**config.mk**
```make
export PLATFORM = sky130hd
export DESIGN_NAME = bram_port_arbiter
export DESIGN_NICKNAME = d
export VERILOG_FILES = /design/src/rtl/bram_arb_pkg.sv /design/src/rtl/bram_arb_checker.sv /design/src/rtl/bram_arb_rsp_slot.sv /design/src/rtl/bram_port_arbiter.sv
export SDC_FILE = /design/constraint.sdc
export NUM_CORES = 1
export LEC_CHECK = 0
export ABC_AREA = 1
export CORE_MARGIN = 5
export CORE_UTILIZATION = 38
export DETAILED_ROUTE_END_ITERATION = 12
export PLACE_DENSITY_LB_ADDON = 0.2
export SKIP_CTS_REPAIR_TIMING = 1
export SYNTH_ARGS = -nofsm -noshare
export SYNTH_HDL_FRONTEND = slang
export SYNTH_SLANG_ARGS = --single-unit
```
**constraint.sdc**
```tcl
create_clock -name CLK -period 2.6 [get_ports CLK]
set_clock_uncertainty 0.05 [all_clocks]
set_input_delay 0.52 -clock CLK [delete_from_list [all_inputs] [get_ports CLK]]
set_output_delay 0.52 -clock CLK [all_outputs]
set_load 0.01 [all_outputs]
```
**src/rtl/bram_arb_pkg.sv**
```systemverilog
// Shared types for the two-port block-RAM arbiter: port count, response-slot states, tie-break helper.
package bram_arb_pkg;

  localparam int NUM_PORTS = 2;

  typedef enum logic [1:0] {
    IDLE     = 2'd0,
    INFLIGHT = 2'd1,
    HOLD     = 2'd2
  } slot_state_t;

  // cand[i] = port i is valid and eligible; prefer1 decides a tie toward port 1.
  function automatic logic [1:0] pick_grant(input logic [1:0] cand, input logic prefer1);
    logic [1:0] g;
    if (cand == 2'b11) begin
      g = prefer1 ? 2'b10 : 2'b01;
    end else begin
      g = cand;
    end
    return g;
  endfunction

endpackage

```
**src/rtl/bram_arb_checker.sv**
```systemverilog
// Simulation-only protocol checks for the arbiter: RAM DO_VALID tracks outstanding accesses, grants are exclusive.
module bram_arb_checker (
  input logic       clk,
  input logic       rst_n,
  input logic       ram_do_valid,
  input logic [1:0] inflight,
  input logic [1:0] grant
);

  a_do_valid_matches: assert property (@(posedge clk) disable iff (!rst_n)
    ram_do_valid == (inflight[0] | inflight[1]));

  a_single_grant: assert property (@(posedge clk) disable iff (!rst_n)
    !(grant[0] && grant[1]));

endmodule

```
**src/rtl/bram_arb_rsp_slot.sv**
```systemverilog
// Per-port response slot: tracks the outstanding access, parks the RAM word when the requester stalls,
// and presents the response (live RAM output or parked word).
module bram_arb_rsp_slot
  import bram_arb_pkg::*;
#(
  parameter int DATA_WIDTH = 32
) (
  input  logic                  clk,
  input  logic                  rst_n,
  input  logic                  grant,
  input  logic                  rsp_ready,
  input  logic [DATA_WIDTH-1:0] ram_do,
  output logic                  eligible,
  output logic                  inflight,
  output logic                  rsp_valid,
  output logic [DATA_WIDTH-1:0] rsp_rdata
);

  slot_state_t           state_q, state_d;
  logic [DATA_WIDTH-1:0] hold_q, hold_d;

  // Next-state and hold capture; a stalled fresh response is copied out of the RAM before it is overwritten.
  always_comb begin
    state_d = state_q;
    hold_d  = hold_q;
    case (state_q)
      IDLE: begin
        if (grant) state_d = INFLIGHT;
        else       state_d = IDLE;
      end
      INFLIGHT: begin
        if (grant) begin
          state_d = INFLIGHT;
        end else if (rsp_ready) begin
          state_d = IDLE;
        end else begin
          state_d = HOLD;
          hold_d  = ram_do;
        end
      end
      HOLD: begin
        if (rsp_ready) begin
          state_d = IDLE;
          hold_d  = {DATA_WIDTH{1'b0}};
        end else begin
          state_d = HOLD;
        end
      end
      default: begin
        state_d = IDLE;
        hold_d  = {DATA_WIDTH{1'b0}};
      end
    endcase
  end

  // Slot state and hold register.
  always_ff @(posedge clk or negedge rst_n) begin
    if (!rst_n) begin
      state_q <= IDLE;
      hold_q  <= {DATA_WIDTH{1'b0}};
    end else begin
      state_q <= state_d;
      hold_q  <= hold_d;
    end
  end

  // Response presentation and eligibility for a new grant.
  always_comb begin
    eligible  = 1'b0;
    inflight  = 1'b0;
    rsp_valid = 1'b0;
    rsp_rdata = {DATA_WIDTH{1'b0}};
    case (state_q)
      IDLE: begin
        eligible = 1'b1;
      end
      INFLIGHT: begin
        eligible  = rsp_ready;
        inflight  = 1'b1;
        rsp_valid = 1'b1;
        rsp_rdata = ram_do;
      end
      HOLD: begin
        rsp_valid = 1'b1;
        rsp_rdata = hold_q;
      end
      default: begin
        eligible = 1'b0;
      end
    endcase
  end

endmodule

```
**src/rtl/bram_port_arbiter.sv**
```systemverilog
// Two-requester arbiter for a one-cycle block RAM (port 0 = fetch, port 1 = load/store).
// Define BRAM_ARB_ROUND_ROBIN_EN for round-robin ties; otherwise port 1 always wins a tie.
module bram_port_arbiter
  import bram_arb_pkg::*;
#(
  parameter int DATA_WIDTH = 32,
  parameter int ADDR_WIDTH = 12
) (
  input  logic                  CLK,
  input  logic                  RST_N,
  input  logic                  req0_valid,
  output logic                  req0_ready,
  input  logic                  req0_write,
  input  logic [ADDR_WIDTH-1:0] req0_addr,
  input  logic [DATA_WIDTH-1:0] req0_wdata,
  output logic                  rsp0_valid,
  input  logic                  rsp0_ready,
  output logic [DATA_WIDTH-1:0] rsp0_rdata,
  input  logic                  req1_valid,
  output logic                  req1_ready,
  input  logic                  req1_write,
  input  logic [ADDR_WIDTH-1:0] req1_addr,
  input  logic [DATA_WIDTH-1:0] req1_wdata,
  output logic                  rsp1_valid,
  input  logic                  rsp1_ready,
  output logic [DATA_WIDTH-1:0] rsp1_rdata,
  output logic [ADDR_WIDTH-1:0] ram_wr_addr,
  output logic [ADDR_WIDTH-1:0] ram_rd_addr,
  output logic [DATA_WIDTH-1:0] ram_di,
  output logic                  ram_we,
  output logic                  ram_re,
  input  logic [DATA_WIDTH-1:0] ram_do,
  input  logic                  ram_do_valid
);

  logic [NUM_PORTS-1:0] elig_s;
  logic [NUM_PORTS-1:0] inflight_s;
  logic [NUM_PORTS-1:0] cand_s;
  logic [NUM_PORTS-1:0] grant_s;
  logic                 prefer1_s;

  // Gating with RST_N keeps every output at zero while reset is held.
  assign cand_s = {req1_valid & elig_s[1], req0_valid & elig_s[0]} & {2{RST_N}};

`ifdef BRAM_ARB_ROUND_ROBIN_EN
  logic last_q, last_d;

  // Remember the most recent winner; idle cycles leave it untouched.
  always_comb begin
    if (grant_s[1]) begin
      last_d = 1'b1;
    end else if (grant_s[0]) begin
      last_d = 1'b0;
    end else begin
      last_d = last_q;
    end
  end

  // Starts at 1 so port 0 wins the first tie.
  always_ff @(posedge CLK or negedge RST_N) begin
    if (!RST_N) last_q <= 1'b1;
    else        last_q <= last_d;
  end

  assign prefer1_s = (last_q == 1'b0);
`else
  assign prefer1_s = 1'b1;
`endif

  assign grant_s    = pick_grant(cand_s, prefer1_s);
  assign req0_ready = grant_s[0];
  assign req1_ready = grant_s[1];

  // RAM request mux: the winner drives both address ports; idle cycles present zeros.
  always_comb begin
    ram_wr_addr = {ADDR_WIDTH{1'b0}};
    ram_rd_addr = {ADDR_WIDTH{1'b0}};
    ram_di      = {DATA_WIDTH{1'b0}};
    ram_we      = 1'b0;
    ram_re      = 1'b0;
    if (grant_s[0]) begin
      ram_wr_addr = req0_addr;
      ram_rd_addr = req0_addr;
      ram_di      = req0_wdata;
      ram_we      = req0_write;
      ram_re      = 1'b1;
    end else if (grant_s[1]) begin
      ram_wr_addr = req1_addr;
      ram_rd_addr = req1_addr;
      ram_di      = req1_wdata;
      ram_we      = req1_write;
      ram_re      = 1'b1;
    end else begin
      ram_re      = 1'b0;
    end
  end

  bram_arb_rsp_slot #(.DATA_WIDTH(DATA_WIDTH)) u_slot0 (
    .clk       (CLK),
    .rst_n     (RST_N),
    .grant     (grant_s[0]),
    .rsp_ready (rsp0_ready),
    .ram_do    (ram_do),
    .eligible  (elig_s[0]),
    .inflight  (inflight_s[0]),
    .rsp_valid (rsp0_valid),
    .rsp_rdata (rsp0_rdata)
  );

  bram_arb_rsp_slot #(.DATA_WIDTH(DATA_WIDTH)) u_slot1 (
    .clk       (CLK),
    .rst_n     (RST_N),
    .grant     (grant_s[1]),
    .rsp_ready (rsp1_ready),
    .ram_do    (ram_do),
    .eligible  (elig_s[1]),
    .inflight  (inflight_s[1]),
    .rsp_valid (rsp1_valid),
    .rsp_rdata (rsp1_rdata)
  );

  bram_arb_checker u_checker (
    .clk          (CLK),
    .rst_n        (RST_N),
    .ram_do_valid (ram_do_valid),
    .inflight     (inflight_s),
    .grant        (grant_s)
  );

endmodule
```
==> flow_summary.ini, run 1 <==
[setup_path]
cpMaxStageDelayCell = dfrtp_1
rr_endpoint = u_slot0.hold_q[27]
cp_top_family = buffers and inverters
reg2regPathDepth = 9
slowest_delay_ns = 0.38
worstSetupStartpoint = u_slot1.state_q[1]
crit_buf_inv = 4
cp-end-kind = output pin
path_max_fanout = 16
cp_num_cells = 11
start_kind = flip-flop
cp.required_ns = 2.03
cp.arrival_ns = 1.96
r2r_start = u_slot0.state_q[0]
cp_common_cell = nand2_2
cp_cell_sequence = inv_1, ha_2, nand2_2, nand2_2, nand2_4, nand2_2, clkinv_4, buf_12, nand2_1, nand2_1, dlymetal6s2s_1
rrSetupSlack_ns = 0.78
criticalPathCategory = flip-flop to output pin

[hold_path]
hp-class = input port to async pin

[timing]
setup_viol = 0
final-hold-violation-count = 0
finalMaxSlewViolations = 0
setup_tns_ns = 0
fmax_mhz = 395.8
timing.final.crit_share = 0.9718
rsz0062_at_grt = true
min_period_ns = 2.527
holdWs_ns = 0.1430
worst_slew_pin_slew_ns = 0.4844
max_slew_margin = 0.6770
fin_ws_ns = 0.07324

[floorplanning]
die_area_um2 = 13490
die_w_um = 116.1
initial_core_util = 0.3915
rows = 38
core_area_um2 = 10940
die_y_um = 116.1
ioPinCount = 255

[final_layout]
layout-drive-gt1-share = 0.09408
nNetsFinal = 993
fillers = 896
design_area_um2 = 7566
area_growth_pct = 76.71

[clocking]
insertion_delay_ns = 0.33
numCtsBuffers = 9
cts_root_buffer = clkbuf_16
cts_buffer_depth = 2
cts_sinks = 68
clkTransAtPathRegs_ns = 0.05
cts.htree.levels = 3
cts_tree = built

[global_routing]
grt_use_total = 0.2350
antenna_found_initial = 2
grt_pass1_wl_mm = 24.54
grt_pass1_vias = 4806
grt_remaining_overflow = 0
grt_start_max_net_pins = 65

[detailed_routing]
drt-initial-drc-count = 260
routedWlPerCell_um = 16.83
drc = 0
via_per_inst = 4.997
ant_nets = 0
vias = 5012
finalWirelength_mm = 16.89
first_pass_iters = 4

[power_and_ir_drop]
irDropWorstVdd_mv = 0.5029
p_int_mw = 2.892
switching_share = 0.3220
leakage_nw = 5.008
seqPwrFrac = 0.380
combinationalPowerShare = 0.335
clkPwrFrac = 0.285
cellPowerDensity_nw_per_um2 = 563.8
power_switching_mw = 1.374

[logic_synthesis]
syn_area_per_cell_um2 = 6.906
ys_seq_area_frac = 0.3974
synth_fp_nets = 757
synthCells = 620
yosys_warnings = 0
synth.ff_latch_count = 68
syn_area_um2 = 4282
synth_cell_types = 19

[placement]
gp_congestion = 0.9124
detailedPlace.worstSlack_ns = -0.3356
port_buffers = 253
place_area_um2 = 6910
dp_hpwl_mm = 12.84

[status]
status = finished, final reports clean

[job]
maxCapViolations = 0
-- synth_stat cells --
cell type | n | area, µm²
or2_2 | 2 | 12.51
nand2_2 | 3 | 18.77
a21oi_4 | 1 | 16.27
buf_2 | 7 | 35.03
ha_1 | 8 | 100.1
inv_1 | 11 | 41.29
inv_4 | 1 | 6.260
a21oi_1 | 111 | 555.5
nor2_4 | 1 | 11.26
inv_2 | 1 | 3.750
a21oi_2 | 20 | 175.2
clkbuf_1 | 16 | 60.06
buf_6 | 11 | 123.9
dfrtp_1 | 68 | 1702
nand3_1 | 1 | 5.000
buf_4 | 19 | 142.6
nor2_1 | 67 | 251.5
buf_1 | 2 | 7.510
nand2_1 | 270 | 1013
-- through the flow --
stage,instances,util,power (mW)
after CTS,1000,0.6596,4.308
after global routing,1003,0.6919,4.532
after global placement,984,0.6319,3.009
after detailed placement,984,0.6319,3.081
after floorplan,620,-,2.417
final,1003,0.6919,4.266
-- cell families (layout without fill, tap and decap cells) --
logic type,count (synthesis),count (layout),synth area share
buffers and inverters,68,309,0.09819
and+or+nand+nor,344,344,0.3065
DFF,68,68,0.3974
AOI/OAI and AO/OA,132,132,0.1745
adders and majority gates,8,8,0.02338
other,0,2,0
-- area by class of cell --
class                      instances  area [µm²]  area share
clock buffer                      10       239.0     0.03159
inverter                          13       56.30    0.007442
clock inverter                     6       63.81    0.008434
antenna                            2       5.005   0.0006615
multi-input combinational        484        2186      0.2889
timing repair buffer             280        3139      0.4149
sequential                        68        1702      0.2249
tap                              140       175.2     0.02315
-- power by group through the flow --
| stage | sequential (mW) | clock (mW) | combinational, mW |
|---|---|---|---|
| after CTS | 1.62 | 1.23 | 1.46 |
| after global routing | 1.66 | 1.28 | 1.59 |
| after floorplan | 1.59 | 0 | 0.832 |
| after detailed placement | 1.63 | 0 | 1.45 |
| after global placement | 1.61 | 0 | 1.40 |
| final | 1.62 | 1.21 | 1.43 |
-- placed cells by master (no fill, tap or decap), types with 10 or more instances in the layout --
cell and n:
nand2_1 269, clkdlybuf4s50_1 128, dlymetal6s2s_1 120, a21oi_1 110, dfrtp_1 68, nor2_1 67, a21oi_2 21, buf_4 16
inv_1 11, buf_12 10
-- worst max path at each step --
stage	end
after CTS	ram_wr_addr[5]
after detailed placement	ram_wr_addr[5]
after global routing	ram_rd_addr[4]
after global placement	ram_rd_addr[0]
final	ram_rd_addr[4]
after floorplan	ram_wr_addr[10]
-- worst register-to-register path, cell delays in order (launching register included) --
cell and delay, ns:
dfrtp_1 0.42, inv_1 0.12, ha_1 0.20, buf_12 0.20
inv_1 0.08, nor2_1 0.17, nor2_4 0.07, buf_12 0.19
nor2_1 0.16, a21oi_1 0.06
-- per-layer routing --
metal  GRT usage  wire [µm]  up-vias
li1            -          -     2424
met1      0.2773       6393     2333
met2      0.4081       8627      213
met3     0.04404       1206       42
met4      0.1199        658        0
met5           0          0        -
-- sequential cells by signal, summed over array words and instances (netlist names) --
| register | count |
|---|---|
| u_slot1.state_q | 2 |
| u_slot0.hold_q | 32 |
| u_slot0.state_q | 2 |
| u_slot1.hold_q | 32 |
(Power assumes the default switching activity.)
==> run 2: changes to the inputs <==
Settings changed: ABC_CLOCK_PERIOD_IN_PS set to 2600.
==> results of run 2 <==
Final layout, timing and power as in run 1 (identical DEF).
